**src/rtl/mem_port_arbiter.sv**
```systemverilog
// Shares one external memory/UART bus port between instruction fetch (IF) and
// data memory (DM), with a DM-starvation guard, bus timeout and pipeline stop.
module mem_port_arbiter #(
  parameter int AW            = 32,
  parameter int DW            = 32,
  parameter int TIMEOUT       = 16,
  parameter int MAX_DM_STREAK = 4
) (
  input  logic          clk,
  input  logic          rst,
  input  logic          if_req_i,
  input  logic [AW-1:0] if_addr_i,
  output logic [DW-1:0] if_rdata_o,
  output logic          if_done_o,
  input  logic          dm_req_i,
  input  logic          dm_we_i,
  input  logic [AW-1:0] dm_addr_i,
  input  logic [DW-1:0] dm_wdata_i,
  output logic [DW-1:0] dm_rdata_o,
  output logic          dm_done_o,
  output logic          mem_req_o,
  output logic          mem_we_o,
  output logic [AW-1:0] mem_addr_o,
  output logic [DW-1:0] mem_wdata_o,
  input  logic [DW-1:0] mem_rdata_i,
  input  logic          mem_ack_i,
  output logic          pstop_o,
  output logic          err_o
);
  localparam int TW = (TIMEOUT > 1) ? $clog2(TIMEOUT) : 1;
  localparam int SW = $clog2(MAX_DM_STREAK + 1);
  localparam logic [TW-1:0] TMO_LAST   = TW'(TIMEOUT - 1);
  localparam logic [SW-1:0] STREAK_MAX = SW'(MAX_DM_STREAK);

  typedef enum logic [1:0] {S_IDLE, S_BUSY_IF, S_BUSY_DM, S_DONE} state_e;

  state_e        state_q, state_d;
  logic [SW-1:0] streak_q, streak_d;
  logic [TW-1:0] tmo_q, tmo_d;
  logic          mem_req_q, mem_req_d;
  logic          mem_we_q, mem_we_d;
  logic [AW-1:0] mem_addr_q, mem_addr_d;
  logic [DW-1:0] mem_wdata_q, mem_wdata_d;
  logic [DW-1:0] if_rdata_q, if_rdata_d;
  logic [DW-1:0] dm_rdata_q, dm_rdata_d;
  logic          if_done_q, if_done_d;
  logic          dm_done_q, dm_done_d;
  logic          err_q, err_d;
  logic          grant_dm_s, grant_if_s;
  logic [DW-1:0] fill_s;

  // A timed-out load/fetch returns all-ones; an ack in the last cycle still wins.
  assign fill_s = mem_ack_i ? mem_rdata_i : {DW{1'b1}};

  // Arbitration: DM wins unless IF is waiting and DM has used up its streak.
  always_comb begin
    grant_dm_s = 1'b0;
    grant_if_s = 1'b0;
    if (dm_req_i && (!if_req_i || (streak_q < STREAK_MAX))) begin
      grant_dm_s = 1'b1;
    end else if (if_req_i) begin
      grant_if_s = 1'b1;
    end else begin
      grant_dm_s = 1'b0;
    end
  end

  // Next-state and registered-output logic for the transaction sequencer.
  always_comb begin
    state_d     = state_q;
    streak_d    = streak_q;
    tmo_d       = tmo_q;
    mem_req_d   = mem_req_q;
    mem_we_d    = mem_we_q;
    mem_addr_d  = mem_addr_q;
    mem_wdata_d = mem_wdata_q;
    if_rdata_d  = if_rdata_q;
    dm_rdata_d  = dm_rdata_q;
    if_done_d   = 1'b0;
    dm_done_d   = 1'b0;
    err_d       = 1'b0;
    case (state_q)
      S_IDLE: begin
        tmo_d = {TW{1'b0}};
        if (grant_dm_s) begin
          state_d     = S_BUSY_DM;
          mem_req_d   = 1'b1;
          mem_we_d    = dm_we_i;
          mem_addr_d  = dm_addr_i;
          mem_wdata_d = dm_wdata_i;
          if (!if_req_i) begin
            streak_d = {SW{1'b0}};
          end else if (streak_q != STREAK_MAX) begin
            streak_d = streak_q + SW'(1);
          end else begin
            streak_d = streak_q;
          end
        end else if (grant_if_s) begin
          state_d     = S_BUSY_IF;
          mem_req_d   = 1'b1;
          mem_we_d    = 1'b0;
          mem_addr_d  = if_addr_i;
          mem_wdata_d = {DW{1'b0}};
          streak_d    = {SW{1'b0}};
        end else begin
          state_d = S_IDLE;
        end
      end
      S_BUSY_IF, S_BUSY_DM: begin
        if (mem_ack_i || (tmo_q == TMO_LAST)) begin
          state_d   = S_DONE;
          mem_req_d = 1'b0;
          err_d     = ~mem_ack_i;
          if (state_q == S_BUSY_DM) begin
            dm_done_d = 1'b1;
          end else begin
            if_done_d = 1'b1;
          end
          // Stores never touch the read-data holding registers.
          if (!mem_we_q && (state_q == S_BUSY_DM)) begin
            dm_rdata_d = fill_s;
          end else if (!mem_we_q) begin
            if_rdata_d = fill_s;
          end else begin
            dm_rdata_d = dm_rdata_q;
          end
        end else begin
          tmo_d = tmo_q + TW'(1);
        end
      end
      S_DONE: begin
        state_d = S_IDLE;
        tmo_d   = {TW{1'b0}};
      end
      default: begin
        state_d   = S_IDLE;
        mem_req_d = 1'b0;
      end
    endcase
  end

  // State and output registers; reset clears everything including read data.
  always_ff @(posedge clk or negedge rst) begin
    if (!rst) begin
      state_q     <= S_IDLE;
      streak_q    <= {SW{1'b0}};
      tmo_q       <= {TW{1'b0}};
      mem_req_q   <= 1'b0;
      mem_we_q    <= 1'b0;
      mem_addr_q  <= {AW{1'b0}};
      mem_wdata_q <= {DW{1'b0}};
      if_rdata_q  <= {DW{1'b0}};
      dm_rdata_q  <= {DW{1'b0}};
      if_done_q   <= 1'b0;
      dm_done_q   <= 1'b0;
      err_q       <= 1'b0;
    end else begin
      state_q     <= state_d;
      streak_q    <= streak_d;
      tmo_q       <= tmo_d;
      mem_req_q   <= mem_req_d;
      mem_we_q    <= mem_we_d;
      mem_addr_q  <= mem_addr_d;
      mem_wdata_q <= mem_wdata_d;
      if_rdata_q  <= if_rdata_d;
      dm_rdata_q  <= dm_rdata_d;
      if_done_q   <= if_done_d;
      dm_done_q   <= dm_done_d;
      err_q       <= err_d;
    end
  end

  assign mem_req_o   = mem_req_q;
  assign mem_we_o    = mem_we_q;
  assign mem_addr_o  = mem_addr_q;
  assign mem_wdata_o = mem_wdata_q;
  assign if_rdata_o  = if_rdata_q;
  assign dm_rdata_o  = dm_rdata_q;
  assign if_done_o   = if_done_q;
  assign dm_done_o   = dm_done_q;
  assign err_o       = err_q;
  // Stall while any request is outstanding and not completing this cycle.
  assign pstop_o     = rst & ((dm_req_i & ~dm_done_q) | (if_req_i & ~if_done_q));

endmodule

```
**config.mk**
```make
export PLATFORM = sky130hd
export DESIGN_NAME = mem_port_arbiter
export DESIGN_NICKNAME = d
export VERILOG_FILES = /design/src/rtl/mem_port_arbiter.sv
export SDC_FILE = /design/constraint.sdc
export NUM_CORES = 1
export LEC_CHECK = 0
export ABC_AREA = 0
export ABC_CLOCK_PERIOD_IN_PS = 1600
export BUFFER_PORTS_ARGS = -buffer_cell sky130_fd_sc_hd__clkbuf_2
export CELL_PAD_IN_SITES_DETAIL_PLACEMENT = 0
export CELL_PAD_IN_SITES_GLOBAL_PLACEMENT = 1
export CORE_MARGIN = 1.5
export CORE_UTILIZATION = 33
export CTS_CLUSTER_DIAMETER = 150
export DETAILED_ROUTE_END_ITERATION = 10
export PLACE_DENSITY = 0.77
export SYNTH_ARGS = -nofsm -noshare
export SYNTH_HDL_FRONTEND = slang
export SYNTH_SLANG_ARGS = --single-unit
export TNS_END_PERCENT = 50
```
**constraint.sdc**
```tcl
create_clock -name clk -period 1.6 [get_ports clk]
set_input_delay 0.16 -clock clk [delete_from_list [all_inputs] [get_ports clk]]
set_output_delay 0.16 -clock clk [all_outputs]
set_load 0.01 [all_outputs]
```
==> flow_results.xml, run 1 <==
<?xml version="1.0" encoding="UTF-8"?>
<metrics>
  <group name="routing">
    <metric name="detail-route-antenna-nets" unit="">0</metric>
    <metric name="number_of_drc_violations_after_detailed_routing" unit="">0</metric>
    <metric name="routed-via-count" unit="">4830</metric>
    <metric name="vias_per_cell" unit="">4.68</metric>
    <metric name="firstDrtPassIters" unit="">5</metric>
    <metric name="routed_wl" unit="mm">16.7</metric>
    <metric name="drt_iter0_markers" unit="">84</metric>
    <metric name="detail_route.wl_per_cell" unit="µm">16.2</metric>
  </group>
  <group name="floorplan">
    <metric name="floorplan.rows" unit="">50</metric>
    <metric name="starting_density" unit="%">33.5</metric>
    <metric name="core-area" unit="µm²">18600</metric>
    <metric name="io-pin-count" unit="">268</metric>
    <metric name="dieArea" unit="µm²">19700</metric>
    <metric name="die_y" unit="µm">140</metric>
    <metric name="dieWidth" unit="µm">140</metric>
  </group>
  <group name="power_and_ir_drop">
    <metric name="maximum_vdd_drop" unit="mV">0.761</metric>
    <metric name="leakage" unit="nW">4.52</metric>
    <metric name="totalPowerFinal" unit="mW">19.0</metric>
    <metric name="power.density_cell_area" unit="nW/µm²">2050</metric>
  </group>
  <group name="hold_path">
    <metric name="type_of_the_tightest_min_delay_check" unit="">input pin to flip-flop</metric>
    <metric name="timing.hold.worst_path_depth" unit="">3</metric>
    <metric name="hold_path.startpoint" unit="">if_addr_i[27]</metric>
    <metric name="timing.hold.worst_endpoint" unit="">mem_addr_o[27]</metric>
  </group>
  <group name="critical_path">
    <metric name="rr_endpoint" unit="">if_rdata_o[13]</metric>
    <metric name="r2r.worst_path.cells" unit="">7</metric>
    <metric name="start_kind" unit="">flip-flop</metric>
    <metric name="worstSetupPathType" unit="">flip-flop to flip-flop</metric>
    <metric name="r2r_slack" unit="ps">-70</metric>
    <metric name="worst_ep_arrival_time" unit="ps">2010</metric>
    <metric name="critPathMaxFanout" unit="">7</metric>
    <metric name="worstPathRequired" unit="ps">1940</metric>
    <metric name="worstReg2RegStart" unit="">state_q[0]</metric>
    <metric name="endpoint_kind" unit="">flip-flop</metric>
  </group>
  <group name="yosys">
    <metric name="synth-compound-area-share" unit="%">24.0</metric>
    <metric name="syn-num-nets" unit="">597</metric>
    <metric name="ys_types" unit="">39</metric>
    <metric name="yosys.area_share.xor_xnor" unit="%">0.141</metric>
    <metric name="synth_fa_ha_area_share" unit="%">1.41</metric>
    <metric name="synth_seq_area_share" unit="%">57.1</metric>
    <metric name="post_synth_instance_area" unit="µm²">6230</metric>
    <metric name="synth_top_family_by_area" unit="">compound AO/OA/AOI/OAI gates</metric>
    <metric name="yosys_warnings" unit="">0</metric>
    <metric name="synth_area_per_cell" unit="µm²">13.7</metric>
    <metric name="post_synthesis_instance_total" unit="">456</metric>
    <metric name="synth.area.mux_share" unit="%">5.85</metric>
    <metric name="yosys.area_share.simple" unit="%">7.64</metric>
    <metric name="synth-seq-cells" unit="">142</metric>
    <metric name="yosys.area.top_type" unit="">sky130_fd_sc_hd__dfrtp_1</metric>
    <metric name="synth_top_cells_by_area" unit="">sky130_fd_sc_hd__dfrtp_1 (57%), sky130_fd_sc_hd__a2bb2oi_2 (14%), sky130_fd_sc_hd__mux2i_1 (5.3%)</metric>
    <metric name="synth_top_cell_area_share" unit="%">57.1</metric>
  </group>
  <group name="clock_network">
    <metric name="clock_latency" unit="ps">420</metric>
    <metric name="cts_buffer_depth" unit="">2</metric>
    <metric name="clock_root_buffer" unit="">sky130_fd_sc_hd__clkbuf_16</metric>
    <metric name="cts_tree" unit="">yes</metric>
    <metric name="tritoncts_num_sinks" unit="">142</metric>
    <metric name="tritoncts.num_buffers" unit="">17</metric>
    <metric name="clkTransAtPathRegs" unit="ps">60</metric>
    <metric name="htree_levels" unit="">4</metric>
  </group>
  <group name="placed_design">
    <metric name="numPlacedInstances" unit="">949</metric>
    <metric name="dp_hpwl" unit="mm">11.0</metric>
    <metric name="portBuffers" unit="">267</metric>
    <metric name="place_area" unit="µm²">8000</metric>
    <metric name="placement.setup.worst_slack" unit="ps">-58.2</metric>
    <metric name="routabilityCongestion" unit="">0.749</metric>
  </group>
  <group name="global_routing">
    <metric name="track_usage" unit="%">17.1</metric>
    <metric name="pin_count_of_the_biggest_net_entering_global_routing" unit="">75</metric>
    <metric name="antenna_found_initial" unit="">0</metric>
    <metric name="grt-ovfl-total" unit="">0</metric>
    <metric name="grt_first_pass_wirelength" unit="mm">26.5</metric>
    <metric name="first_global_vias" unit="">4934</metric>
  </group>
  <group name="finish">
    <metric name="layoutNonFillerInstCount" unit="">1033</metric>
    <metric name="post_route_cells_drive_above_1_share" unit="%">52.6</metric>
    <metric name="finalNetCount" unit="">927</metric>
    <metric name="area_delta_synth_final" unit="%">48.8</metric>
    <metric name="stdcell_area" unit="µm²">9260</metric>
    <metric name="post-route-util" unit="%">49.9</metric>
    <metric name="insertedDiodeCount" unit="">0</metric>
  </group>
  <group name="timing">
    <metric name="worst_slack" unit="ps">-70.0</metric>
    <metric name="timing.max_slew.rel_slack" unit="%">72.1</metric>
    <metric name="setup-violations-final" unit="">41</metric>
    <metric name="final_hold_vio_count" unit="">0</metric>
    <metric name="portion_of_the_clock_cycle_consumed_by_the_worst_path_in_the_final_layout" unit="%">104</metric>
    <metric name="timing.fmax" unit="MHz">599</metric>
    <metric name="finalWorstPathRequiredPeriod" unit="ps">1670</metric>
    <metric name="worst-slew-pin-transition" unit="ps">419</metric>
    <metric name="worst_clock_skew" unit="ps">9.16</metric>
    <metric name="hold_slack" unit="ps">18.1</metric>
    <metric name="drv_slew" unit="">0</metric>
    <metric name="setup_total_negative_slack" unit="ps">-1240</metric>
    <metric name="grt_setup_unrepaired" unit="">true</metric>
  </group>
  <group name="run_status">
    <metric name="failing_checks" unit="">setup timing</metric>
    <metric name="outcome" unit="">finished with violations</metric>
  </group>
  <group name="flow_run">
    <metric name="drv.max_cap_violation_count" unit="">0</metric>
  </group>
</metrics>
==> Yosys cell counts <==
cell type,count
sky130_fd_sc_hd__dfrtp_1,142
sky130_fd_sc_hd__a2bb2oi_2,60
sky130_fd_sc_hd__nand2_1,37
sky130_fd_sc_hd__a22o_1,35
sky130_fd_sc_hd__nor2b_1,34
sky130_fd_sc_hd__o21ai_1,34
sky130_fd_sc_hd__mux2i_1,33
sky130_fd_sc_hd__buf_2,12
sky130_fd_sc_hd__clkbuf_1,9
sky130_fd_sc_hd__ha_1,7
sky130_fd_sc_hd__inv_1,6
sky130_fd_sc_hd__a2bb2oi_1,4
sky130_fd_sc_hd__buf_6,4
sky130_fd_sc_hd__buf_1,3
sky130_fd_sc_hd__buf_4,3
sky130_fd_sc_hd__buf_8,3
sky130_fd_sc_hd__o31ai_1,3
sky130_fd_sc_hd__and2_1,2
sky130_fd_sc_hd__mux2_1,2
sky130_fd_sc_hd__nand2b_1,2
sky130_fd_sc_hd__nor2_1,2
sky130_fd_sc_hd__nor3b_1,2
sky130_fd_sc_hd__a21bo_1,1
sky130_fd_sc_hd__a21oi_1,1
sky130_fd_sc_hd__a31oi_4,1
sky130_fd_sc_hd__and4_1,1
sky130_fd_sc_hd__inv_2,1
sky130_fd_sc_hd__mux2_2,1
sky130_fd_sc_hd__nand3_1,1
sky130_fd_sc_hd__nand3b_1,1
sky130_fd_sc_hd__nand4_1,1
sky130_fd_sc_hd__nor2b_2,1
sky130_fd_sc_hd__nor3_1,1
sky130_fd_sc_hd__nor3_4,1
sky130_fd_sc_hd__nor3b_4,1
sky130_fd_sc_hd__o211a_1,1
sky130_fd_sc_hd__o21ai_0,1
sky130_fd_sc_hd__o22ai_1,1
sky130_fd_sc_hd__xor2_1,1
==> worst max-delay path, stage by stage (launching register included) <==
cell                        delay [ps]
sky130_fd_sc_hd__dfrtp_1           370
sky130_fd_sc_hd__inv_2              80
sky130_fd_sc_hd__ha_4              290
sky130_fd_sc_hd__nor3b_4           190
sky130_fd_sc_hd__nor2b_4           240
sky130_fd_sc_hd__buf_6             150
sky130_fd_sc_hd__buf_16            140
sky130_fd_sc_hd__a2bb2oi_2         130
==> placed cells by master, fill, tap and decap left out, types with 2 or more instances in the layout <==
| master | instances |
|---|---|
| sky130_fd_sc_hd__ha_1 | 3 |
| sky130_fd_sc_hd__nor2b_1 | 34 |
| sky130_fd_sc_hd__buf_4 | 15 |
| sky130_fd_sc_hd__a22o_1 | 35 |
| sky130_fd_sc_hd__ha_4 | 2 |
| sky130_fd_sc_hd__ha_2 | 2 |
| sky130_fd_sc_hd__a2bb2oi_2 | 64 |
| sky130_fd_sc_hd__o31ai_1 | 3 |
| sky130_fd_sc_hd__clkbuf_2 | 266 |
| sky130_fd_sc_hd__nor3b_1 | 2 |
| sky130_fd_sc_hd__dlygate4sd3_1 | 38 |
| sky130_fd_sc_hd__inv_1 | 4 |
| sky130_fd_sc_hd__buf_6 | 9 |
| sky130_fd_sc_hd__clkbuf_16 | 19 |
| sky130_fd_sc_hd__buf_12 | 12 |
| sky130_fd_sc_hd__buf_16 | 2 |
| sky130_fd_sc_hd__dfrtp_1 | 142 |
| sky130_fd_sc_hd__mux2i_1 | 33 |
| sky130_fd_sc_hd__and2_1 | 2 |
| sky130_fd_sc_hd__inv_6 | 5 |
| sky130_fd_sc_hd__clkinv_4 | 3 |
| sky130_fd_sc_hd__nand2_1 | 36 |
| sky130_fd_sc_hd__clkinvlp_4 | 2 |
| sky130_fd_sc_hd__clkbuf_8 | 2 |
| sky130_fd_sc_hd__o21ai_1 | 33 |
| sky130_fd_sc_hd__inv_2 | 3 |
| sky130_fd_sc_hd__mux2_1 | 2 |
==> power breakdown <==
part | internal, mW | leakage (nW) | switching (mW) | total (mW)
Sequential | 5.27 | 1.70 | 1.13 | 6.40
Combinational | 4.61 | 2.55 | 4.10 | 8.70
Clock | 2.27 | 0.281 | 1.66 | 3.92
==> flip-flops by register name, indices dropped and copies added, names as in the netlist <==
register / flops
if_rdata_o: 32
mem_req_o: 1
if_done_o: 1
state_q: 2
dm_rdata_o: 32
tmo_q: 4
streak_q: 3
mem_addr_o: 32
mem_we_o: 1
err_o: 1
mem_wdata_o: 32
dm_done_o: 1
==> how the worst max path moves through the flow <==
stage                     from              to  slack (ps)  depth (start not counted)
floorplan           state_q[1]  if_rdata_o[20]           1                          7
global placement    state_q[1]  dm_rdata_o[17]           7                          6
detailed placement  state_q[1]  if_rdata_o[18]         -60                          6
CTS                 state_q[0]  dm_rdata_o[31]         -30                          6
global route        state_q[1]  if_rdata_o[27]        -120                          7
finish              state_q[0]  if_rdata_o[13]         -70                          7
==> cell families after synthesis <==
kind of cell	after synthesis
AO/OA/AOI/OAI	142
flip-flops	142
AND/OR/NAND/NOR	87
buffers and inverters	41
multiplexers	36
adder cells (fa/ha/maj)	7
XOR/XNOR	1
==> routing by layer <==
layer | share of wire [%] | global-route usage, %
met1 | 44 | 22.0
met2 | 49 | 28.5
met3 | 6.5 | 5.09
met4 | 0.73 | 4.16
met5 | 0 | 0
==> final cells by class <==
class                      instances  area (µm²)
multi-input combinational        273        2520
fill                            1630        9320
sequential                       142        3550
tap                              234         293
clock buffer                      20         457
inverter                           7        26.3
clock inverter                    12         126
timing repair buffer             345        2290
==> repair_timing <==
item,4_1_cts,5_1_grt
hold buffers,37,1
gates cloned,3,2
hold endpoints to repair,178,1
pin swaps,1,2
setup buffers,6,5
endpoints found under the setup margin,41,133
resized for setup,13,14
(Power assumes the default switching activity.)
==> inputs of run 2 (changes only) <==
GPL_TIMING_DRIVEN = 0   (was unset)
==> run 2 against run 1 <==
  * The run ends with hold timing, setup timing left
  * First-iteration DRC count grew 54%
  * Worst hold slack lost 200 ps
  * Sequential power is essentially flat
  * Final cell count increased by 1.1%
  * Register-to-register slack gained 40 ps
  * Combinational power is 7.6% lower
  * Clock power is 11% higher
  * Critical endpoint is now if_rdata_o[27]
==> flow_results.xml, run 2 (synthesis gave the netlist of run 1 again) <==
<?xml version="1.0" encoding="UTF-8"?>
<metrics>
  <group name="run_status">
    <metric name="outcome" unit="">finished with violations</metric>
    <metric name="failing_checks" unit="">hold timing, setup timing</metric>
  </group>
  <group name="routing">
    <metric name="number_of_drc_violations_after_detailed_routing" unit="">0</metric>
    <metric name="drt_iter0_markers" unit="">129</metric>
    <metric name="routed-via-count" unit="">4873</metric>
    <metric name="firstDrtPassIters" unit="">4</metric>
    <metric name="routed_wl" unit="mm">16.4</metric>
    <metric name="vias_per_cell" unit="">4.67</metric>
    <metric name="met3WireLength" unit="mm">1.02</metric>
    <metric name="met1_length" unit="mm">7.36</metric>
    <metric name="detail-route-antenna-nets" unit="">0</metric>
    <metric name="detail_route.wl_per_cell" unit="µm">15.8</metric>
    <metric name="top_layer" unit="">met4</metric>
    <metric name="met2_length" unit="mm">7.81</metric>
  </group>
  <group name="critical_path">
    <metric name="setup.worst_path.start" unit="">state_q[1]</metric>
    <metric name="endpoint_kind" unit="">flip-flop</metric>
    <metric name="r2r.worst_path.cells" unit="">7</metric>
    <metric name="r2r_slack" unit="ps">-30</metric>
    <metric name="worstPathRequired" unit="ps">1940</metric>
    <metric name="critPathMaxFanout" unit="">10</metric>
    <metric name="worst_ep_arrival_time" unit="ps">1970</metric>
    <metric name="worstReg2RegStart" unit="">state_q[1]</metric>
    <metric name="worstSetupPathType" unit="">flip-flop to flip-flop</metric>
    <metric name="start_kind" unit="">flip-flop</metric>
    <metric name="rr_endpoint" unit="">if_rdata_o[27]</metric>
  </group>
  <group name="finish">
    <metric name="insertedDiodeCount" unit="">0</metric>
    <metric name="post-route-util" unit="%">49.7</metric>
    <metric name="layout.cells.most_common" unit="">sky130_fd_sc_hd__clkbuf_2</metric>
    <metric name="area_delta_synth_final" unit="%">48.3</metric>
    <metric name="finalNetCount" unit="">939</metric>
    <metric name="post_route_cells_drive_above_1_share" unit="%">51.2</metric>
    <metric name="most_frequent_cells_in_the_layout" unit="">sky130_fd_sc_hd__clkbuf_2 (270), sky130_fd_sc_hd__dfrtp_1 (141), sky130_fd_sc_hd__a2bb2oi_2 (60)</metric>
  </group>
  <group name="global_routing">
    <metric name="pin_count_of_the_biggest_net_entering_global_routing" unit="">100</metric>
    <metric name="grt_first_pass_wirelength" unit="mm">26.5</metric>
    <metric name="first_global_vias" unit="">5038</metric>
    <metric name="antenna_found_initial" unit="">0</metric>
    <metric name="grt-ovfl-total" unit="">0</metric>
    <metric name="track_usage" unit="%">17.1</metric>
  </group>
  <group name="placed_design">
    <metric name="dp_hpwl" unit="mm">11.6</metric>
    <metric name="routabilityCongestion" unit="">0.719</metric>
    <metric name="portBuffers" unit="">267</metric>
  </group>
  <group name="clock_network">
    <metric name="htree_levels" unit="">4</metric>
    <metric name="clock_root_buffer" unit="">sky130_fd_sc_hd__clkbuf_16</metric>
    <metric name="tritoncts_num_sinks" unit="">142</metric>
    <metric name="cts.hold.buffers_added" unit="">46</metric>
    <metric name="cts_tree" unit="">yes</metric>
    <metric name="clock_latency" unit="ps">420</metric>
    <metric name="clkTransAtPathRegs" unit="ps">60</metric>
    <metric name="cts_buffer_depth" unit="">2</metric>
    <metric name="tritoncts.num_buffers" unit="">17</metric>
  </group>
  <group name="floorplan">
    <metric name="io-pin-count" unit="">268</metric>
    <metric name="starting_density" unit="%">33.5</metric>
    <metric name="die_y" unit="µm">140</metric>
    <metric name="floorplan.rows" unit="">50</metric>
    <metric name="dieArea" unit="µm²">19700</metric>
    <metric name="core-area" unit="µm²">18600</metric>
    <metric name="dieWidth" unit="µm">140</metric>
  </group>
  <group name="timing">
    <metric name="worst_clock_skew" unit="ps">8.91</metric>
    <metric name="timing.fmax" unit="MHz">612</metric>
    <metric name="final_hold_vio_count" unit="">98</metric>
    <metric name="worst_slack" unit="ps">-32.8</metric>
    <metric name="portion_of_the_clock_cycle_consumed_by_the_worst_path_in_the_final_layout" unit="%">102</metric>
    <metric name="timing.max_slew.rel_slack" unit="%">66.5</metric>
    <metric name="setup-violations-final" unit="">30</metric>
    <metric name="drv_slew" unit="">0</metric>
    <metric name="setup_total_negative_slack" unit="ps">-378</metric>
    <metric name="finalWorstPathRequiredPeriod" unit="ps">1630</metric>
    <metric name="hold_slack" unit="ps">-182</metric>
    <metric name="worst-slew-pin-transition" unit="ps">502</metric>
    <metric name="grt_setup_unrepaired" unit="">true</metric>
  </group>
  <group name="hold_path">
    <metric name="type_of_the_tightest_min_delay_check" unit="">input pin to asynchronous set/reset pin</metric>
  </group>
  <group name="power_and_ir_drop">
    <metric name="leakage" unit="nW">4.54</metric>
    <metric name="totalPowerFinal" unit="mW">18.8</metric>
    <metric name="power.density_cell_area" unit="nW/µm²">2030</metric>
    <metric name="maximum_vdd_drop" unit="mV">0.751</metric>
  </group>
  <group name="flow_run">
    <metric name="drv.max_cap_violation_count" unit="">0</metric>
  </group>
</metrics>
-- run 2: changes by cell type in the layout (fill, tap and decap cells not counted), sizes merged --
| cell | previous run | this run |
|---|---|---|
| buf | 39 | 36 |
| bufinv | 1 | 5 |
| dlygate4sd3 | 38 | 44 |
| inv | 13 | 9 |
| clkbuf | 288 | 296 |
-- run 2: worst max-delay path: stages, from the launching register on --
cell                        delay [ps]
sky130_fd_sc_hd__dfrtp_1           350
sky130_fd_sc_hd__inv_1              80
sky130_fd_sc_hd__ha_4              290
sky130_fd_sc_hd__nor3b_4           230
sky130_fd_sc_hd__nor2b_4           180
sky130_fd_sc_hd__buf_6             150
sky130_fd_sc_hd__buf_12            150
sky130_fd_sc_hd__a2bb2oi_2         140
-- run 2: area by class of cell --
class                   count  area (µm²)
plain buffers              34         274
clock buffers              19         443
clock inverters            12         209
fillers                  1689        9350
inverters                   7        26.3
multi-input cells         273        2480
flip-flops and latches    142        3550
well taps                 234         293
repair buffers            323        1950
-- run 2: worst max path at each step --
stage                      endpoint  slack [ps]  cells past startpoint
finish               if_rdata_o[27]         -30                      7
global route         if_rdata_o[22]        -140                      7
CTS                  if_rdata_o[27]         -50                      7
detailed placement   dm_rdata_o[10]        -370                      6
global placement    mem_wdata_o[13]       -2110                      1
floorplan            if_rdata_o[20]           1                      7
-- run 2: report_power, final --
group	switching [mW]	internal, mW	total [mW]
clock	1.55	2.82	4.37
combinational	3.96	4.08	8.04
sequential	1.10	5.27	6.37
total	6.62	12.2	18.8
-- run 2: layer usage --
layer  track usage [%]  up-vias
met5                 0        -
met4              5.76        0
met3              4.44       21
met2              28.7      182
met1              21.4     2323
li1                  -     2347
-- run 2: through the flow --
stage | cell area (µm²) | setup slack [ps] | cells
detailed placement | 7900 | -370 | 958
global route | 9230 | -137 | 1044
floorplan | 6230 | 1.15 | 456
CTS | 9200 | -52.2 | 1044
finish | 9230 | -32.8 | 1044
global placement | 7860 | -2110 | 957
-- run 2: repair_timing --
action | in CTS | in global routing
gates cloned | 1 | 0
endpoints found under the setup margin | 134 | 121
pin swaps | 1 | 0
setup buffers | 8 | 0
hold endpoints to repair | 86 | 98
resized for setup | 25 | 12
==> inputs of run 3 (changes only) <==
--- a/config.mk
+++ b/config.mk
@@ -6,5 +6,5 @@
 export NUM_CORES = 1
 export LEC_CHECK = 0
-export ABC_AREA = 0
+export ABC_AREA = 1
 export ABC_CLOCK_PERIOD_IN_PS = 1600
 export BUFFER_PORTS_ARGS = -buffer_cell sky130_fd_sc_hd__clkbuf_2
@@ -12,9 +12,9 @@
 export CELL_PAD_IN_SITES_GLOBAL_PLACEMENT = 1
 export CORE_MARGIN = 1.5
-export CORE_UTILIZATION = 33
+export CORE_UTILIZATION = 32
 export CTS_CLUSTER_DIAMETER = 150
 export DETAILED_ROUTE_END_ITERATION = 10
 export GPL_TIMING_DRIVEN = 0
-export PLACE_DENSITY = 0.77
+export PLACE_DENSITY = 0.78
 export SYNTH_ARGS = -nofsm -noshare
 export SYNTH_HDL_FRONTEND = slang
==> constraint.sdc (replaced) <==
create_clock -name clk -period 1.6 [get_ports clk]
set_input_delay 0.24 -clock clk [delete_from_list [all_inputs] [get_ports clk]]
set_output_delay 0.24 -clock clk [all_outputs]
set_load 0.01 [all_outputs]
==> run 3 against run 2 <==
  * The run ends with hold timing left
  * Routed wire length increased by 24%
  * Die area rose by 9.4%
  * Clock power fell by 4%
  * Final cell count rose by 30%
  * Register-to-register slack gained 60 ps
  * Core utilization fell by 3.2 points
  * Flip-flop and latch count stayed put
  * Cell area grew 1.9%
  * Worst setup slack improved by 60 ps
  * Clock-buffer cell count down 1
  * Largest cell class unchanged
  * Largest power group unchanged
==> flow_results.xml, run 3 <==
<?xml version="1.0" encoding="UTF-8"?>
<metrics>
  <group name="routing">
    <metric name="detail_route.wl_per_cell" unit="µm">15.1</metric>
    <metric name="vias_per_cell" unit="">4.58</metric>
    <metric name="routed_wl" unit="mm">20.5</metric>
    <metric name="detail-route-antenna-nets" unit="">0</metric>
    <metric name="drt_iter0_markers" unit="">244</metric>
    <metric name="routed-via-count" unit="">6188</metric>
    <metric name="number_of_drc_violations_after_detailed_routing" unit="">0</metric>
    <metric name="firstDrtPassIters" unit="">4</metric>
  </group>
  <group name="yosys">
    <metric name="post_synthesis_instance_total" unit="">760</metric>
    <metric name="syn-num-nets" unit="">901</metric>
    <metric name="synthFlopType" unit="">sky130_fd_sc_hd__dfrtp_1</metric>
    <metric name="synth_top_cell_area_share" unit="%">53.7</metric>
    <metric name="synth-seq-cells" unit="">142</metric>
    <metric name="yosys_warnings" unit="">0</metric>
    <metric name="number_of_enable_type_register_cells_in_the_synthesized_netlist" unit="">0</metric>
    <metric name="yosys.area.top_type" unit="">sky130_fd_sc_hd__dfrtp_1</metric>
    <metric name="ys_types" unit="">27</metric>
    <metric name="async_reset_ff_share" unit="%">100</metric>
    <metric name="cell_types_with_the_highest_counts_after_synthesis" unit="">sky130_fd_sc_hd__nand2_1 (313), sky130_fd_sc_hd__dfrtp_1 (142), sky130_fd_sc_hd__nand4_1 (66), sky130_fd_sc_hd__inv_1 (47), sky130_fd_sc_hd__nand3_1 (41)</metric>
    <metric name="synth_area_per_cell" unit="µm²">8.71</metric>
    <metric name="synth.most_common_cell" unit="">sky130_fd_sc_hd__nand2_1</metric>
    <metric name="post_synth_instance_area" unit="µm²">6620</metric>
    <metric name="synth_top_cells_by_area" unit="">sky130_fd_sc_hd__dfrtp_1 (54%), sky130_fd_sc_hd__nand2_1 (18%), sky130_fd_sc_hd__nand4_1 (6.2%)</metric>
    <metric name="synth_seq_area_share" unit="%">53.7</metric>
  </group>
  <group name="critical_path">
    <metric name="critPathMaxFanout" unit="">6</metric>
    <metric name="worstSetupPathType" unit="">flip-flop to flip-flop</metric>
    <metric name="worstPathRequired" unit="ps">1890</metric>
    <metric name="start_kind" unit="">flip-flop</metric>
    <metric name="endpoint_kind" unit="">flip-flop</metric>
    <metric name="r2r_slack" unit="ps">30</metric>
    <metric name="worst_ep_arrival_time" unit="ps">1860</metric>
  </group>
  <group name="floorplan">
    <metric name="dieArea" unit="µm²">21600</metric>
    <metric name="core-area" unit="µm²">20200</metric>
    <metric name="starting_density" unit="%">32.7</metric>
    <metric name="dieWidth" unit="µm">147</metric>
    <metric name="io-pin-count" unit="">268</metric>
    <metric name="floorplan.rows" unit="">52</metric>
    <metric name="die_y" unit="µm">147</metric>
  </group>
  <group name="power_and_ir_drop">
    <metric name="maximum_vdd_drop" unit="mV">0.757</metric>
    <metric name="power.density_cell_area" unit="nW/µm²">2100</metric>
    <metric name="totalPowerFinal" unit="mW">19.8</metric>
    <metric name="leakage" unit="nW">5.24</metric>
  </group>
  <group name="timing">
    <metric name="grt_setup_unrepaired" unit="">true</metric>
    <metric name="finalWorstPathRequiredPeriod" unit="ps">1570</metric>
    <metric name="worst_clock_skew" unit="ps">9.38</metric>
    <metric name="timing.fmax" unit="MHz">636</metric>
    <metric name="setup_total_negative_slack" unit="ps">0</metric>
    <metric name="timing.max_slew.rel_slack" unit="%">58.6</metric>
    <metric name="setup-violations-final" unit="">0</metric>
    <metric name="final_hold_vio_count" unit="">70</metric>
    <metric name="drv_slew" unit="">0</metric>
    <metric name="hold_slack" unit="ps">-170</metric>
    <metric name="portion_of_the_clock_cycle_consumed_by_the_worst_path_in_the_final_layout" unit="%">98.3</metric>
    <metric name="worst-slew-pin-transition" unit="ps">621</metric>
  </group>
  <group name="clock_network">
    <metric name="tritoncts_num_sinks" unit="">142</metric>
    <metric name="cts_tree" unit="">yes</metric>
    <metric name="clkTransAtPathRegs" unit="ps">60</metric>
    <metric name="clock_root_buffer" unit="">sky130_fd_sc_hd__clkbuf_16</metric>
    <metric name="clock_latency" unit="ps">410</metric>
    <metric name="tritoncts.num_buffers" unit="">17</metric>
    <metric name="cts_buffer_depth" unit="">2</metric>
    <metric name="htree_levels" unit="">4</metric>
  </group>
  <group name="hold_path">
    <metric name="type_of_the_tightest_min_delay_check" unit="">input pin to asynchronous set/reset pin</metric>
  </group>
  <group name="placed_design">
    <metric name="portBuffers" unit="">267</metric>
    <metric name="place_area" unit="µm²">8330</metric>
    <metric name="routabilityCongestion" unit="">0.821</metric>
    <metric name="dp_hpwl" unit="mm">14.7</metric>
  </group>
  <group name="finish">
    <metric name="stdcell_area" unit="µm²">9410</metric>
    <metric name="insertedDiodeCount" unit="">0</metric>
    <metric name="layout.cells.most_common" unit="">sky130_fd_sc_hd__nand2_1</metric>
    <metric name="area_delta_synth_final" unit="%">42.1</metric>
    <metric name="finalNetCount" unit="">1210</metric>
    <metric name="most_frequent_cells_in_the_layout" unit="">sky130_fd_sc_hd__nand2_1 (288), sky130_fd_sc_hd__clkbuf_2 (270), sky130_fd_sc_hd__dfrtp_1 (141)</metric>
    <metric name="post_route_cells_drive_above_1_share" unit="%">41.2</metric>
  </group>
  <group name="global_routing">
    <metric name="grt_first_pass_wirelength" unit="mm">32.5</metric>
    <metric name="track_usage" unit="%">19.0</metric>
    <metric name="pin_count_of_the_biggest_net_entering_global_routing" unit="">73</metric>
    <metric name="first_global_vias" unit="">6078</metric>
    <metric name="antenna_found_initial" unit="">1</metric>
    <metric name="grt-ovfl-total" unit="">0</metric>
  </group>
  <group name="flow_run">
    <metric name="drv.max_cap_violation_count" unit="">0</metric>
  </group>
  <group name="run_status">
    <metric name="outcome" unit="">finished with violations</metric>
    <metric name="failing_checks" unit="">hold timing</metric>
  </group>
</metrics>
## run 3: cell count changes in the layout (fill, tap and decap cells not counted), moves of 35 or more
cell	change
sky130_fd_sc_hd__a22o_1	-35
sky130_fd_sc_hd__dlygate4sd3_1	-44
sky130_fd_sc_hd__nand2_1	+252
sky130_fd_sc_hd__inv_1	+39
sky130_fd_sc_hd__nand3_1	+40
sky130_fd_sc_hd__a2bb2oi_2	-60
sky130_fd_sc_hd__nand4_1	+65
## run 3: area by class of cell
cell class              count  area [µm²]
plain buffers              53         458
clock buffers              18         429
clock inverters            14         193
fillers                  2068       10800
inverters                  50         193
multi-input cells         514        2620
flip-flops and latches    142        3550
well taps                 270         338
repair buffers            291        1620
## run 3: where the power goes
part	total (mW)	switching (mW)	internal [mW]	leakage, nW
Sequential	6.44	1.07	5.37	1.76
Combinational	9.14	5.29	3.85	3.19
Clock	4.20	1.59	2.61	0.296
Total	19.8	7.94	11.8	5.24
## run 3: logic make-up after synthesis
kind of cell / count (synthesis) / share of synthesized area (%)
buffers and inverters: 104 / 8.66
AOI/OAI and AO/OA: 40 / 4.31
adders and majority gates: 7 / 1.32
DFF: 142 / 53.7
and+or+nand+nor: 467 / 32.0
## run 3: worst paths after layout
path | startpoint | endpoint | depth (start not counted)
hold reg to reg | mem_wdata_o[28] | mem_wdata_o[28] | 2
setup / recovery | state_q[1] | mem_addr_o[26] | 10
setup reg to reg | state_q[1] | mem_addr_o[26] | 10
min in group clk | dm_wdata_i[9] | mem_wdata_o[9] | 3
hold / removal | rst | mem_wdata_o[12] | 1
max in group asynchronous | rst | dm_rdata_o[30] | 2
## run 3: per-layer routing
layer  global-route usage, %  up-vias  part of all wire, %
li1                        -     3103                    -
met1                    25.6     2870                   46
met2                    29.7      182                   46
met3                    4.35       31                  5.1
met4                    7.32        2                  2.4
met5                       0        -                0.054
## run 3: timing repair
item / in CTS / in global routing
endpoints found under the setup margin: 138 / 114
resized for setup: 17 / 54
setup buffers: 4 / 13
gates cloned: 0 / 6
hold endpoints to repair: 70 / 70
pin swaps: 3 / 5
## run 3: critical path: stages (launching register included)
cell and delay (ps):
sky130_fd_sc_hd__dfrtp_2 430, sky130_fd_sc_hd__inv_2 90, sky130_fd_sc_hd__ha_4 140, sky130_fd_sc_hd__buf_6 130
sky130_fd_sc_hd__inv_4 40, sky130_fd_sc_hd__nor2_4 150, sky130_fd_sc_hd__inv_4 70, sky130_fd_sc_hd__buf_12 150
sky130_fd_sc_hd__clkbuf_16 150, sky130_fd_sc_hd__nand2_1 50, sky130_fd_sc_hd__nand2_1 50
## run 3: metrics by stage
stage               setup slack (ps)  instances  utilization, %
floorplan                       71.6        760               -
global placement               -2350       1297            41.0
detailed placement              -451       1298            41.2
CTS                             15.6       1334            44.6
global route                   -39.8       1352            46.5
finish                          27.1       1352            46.5
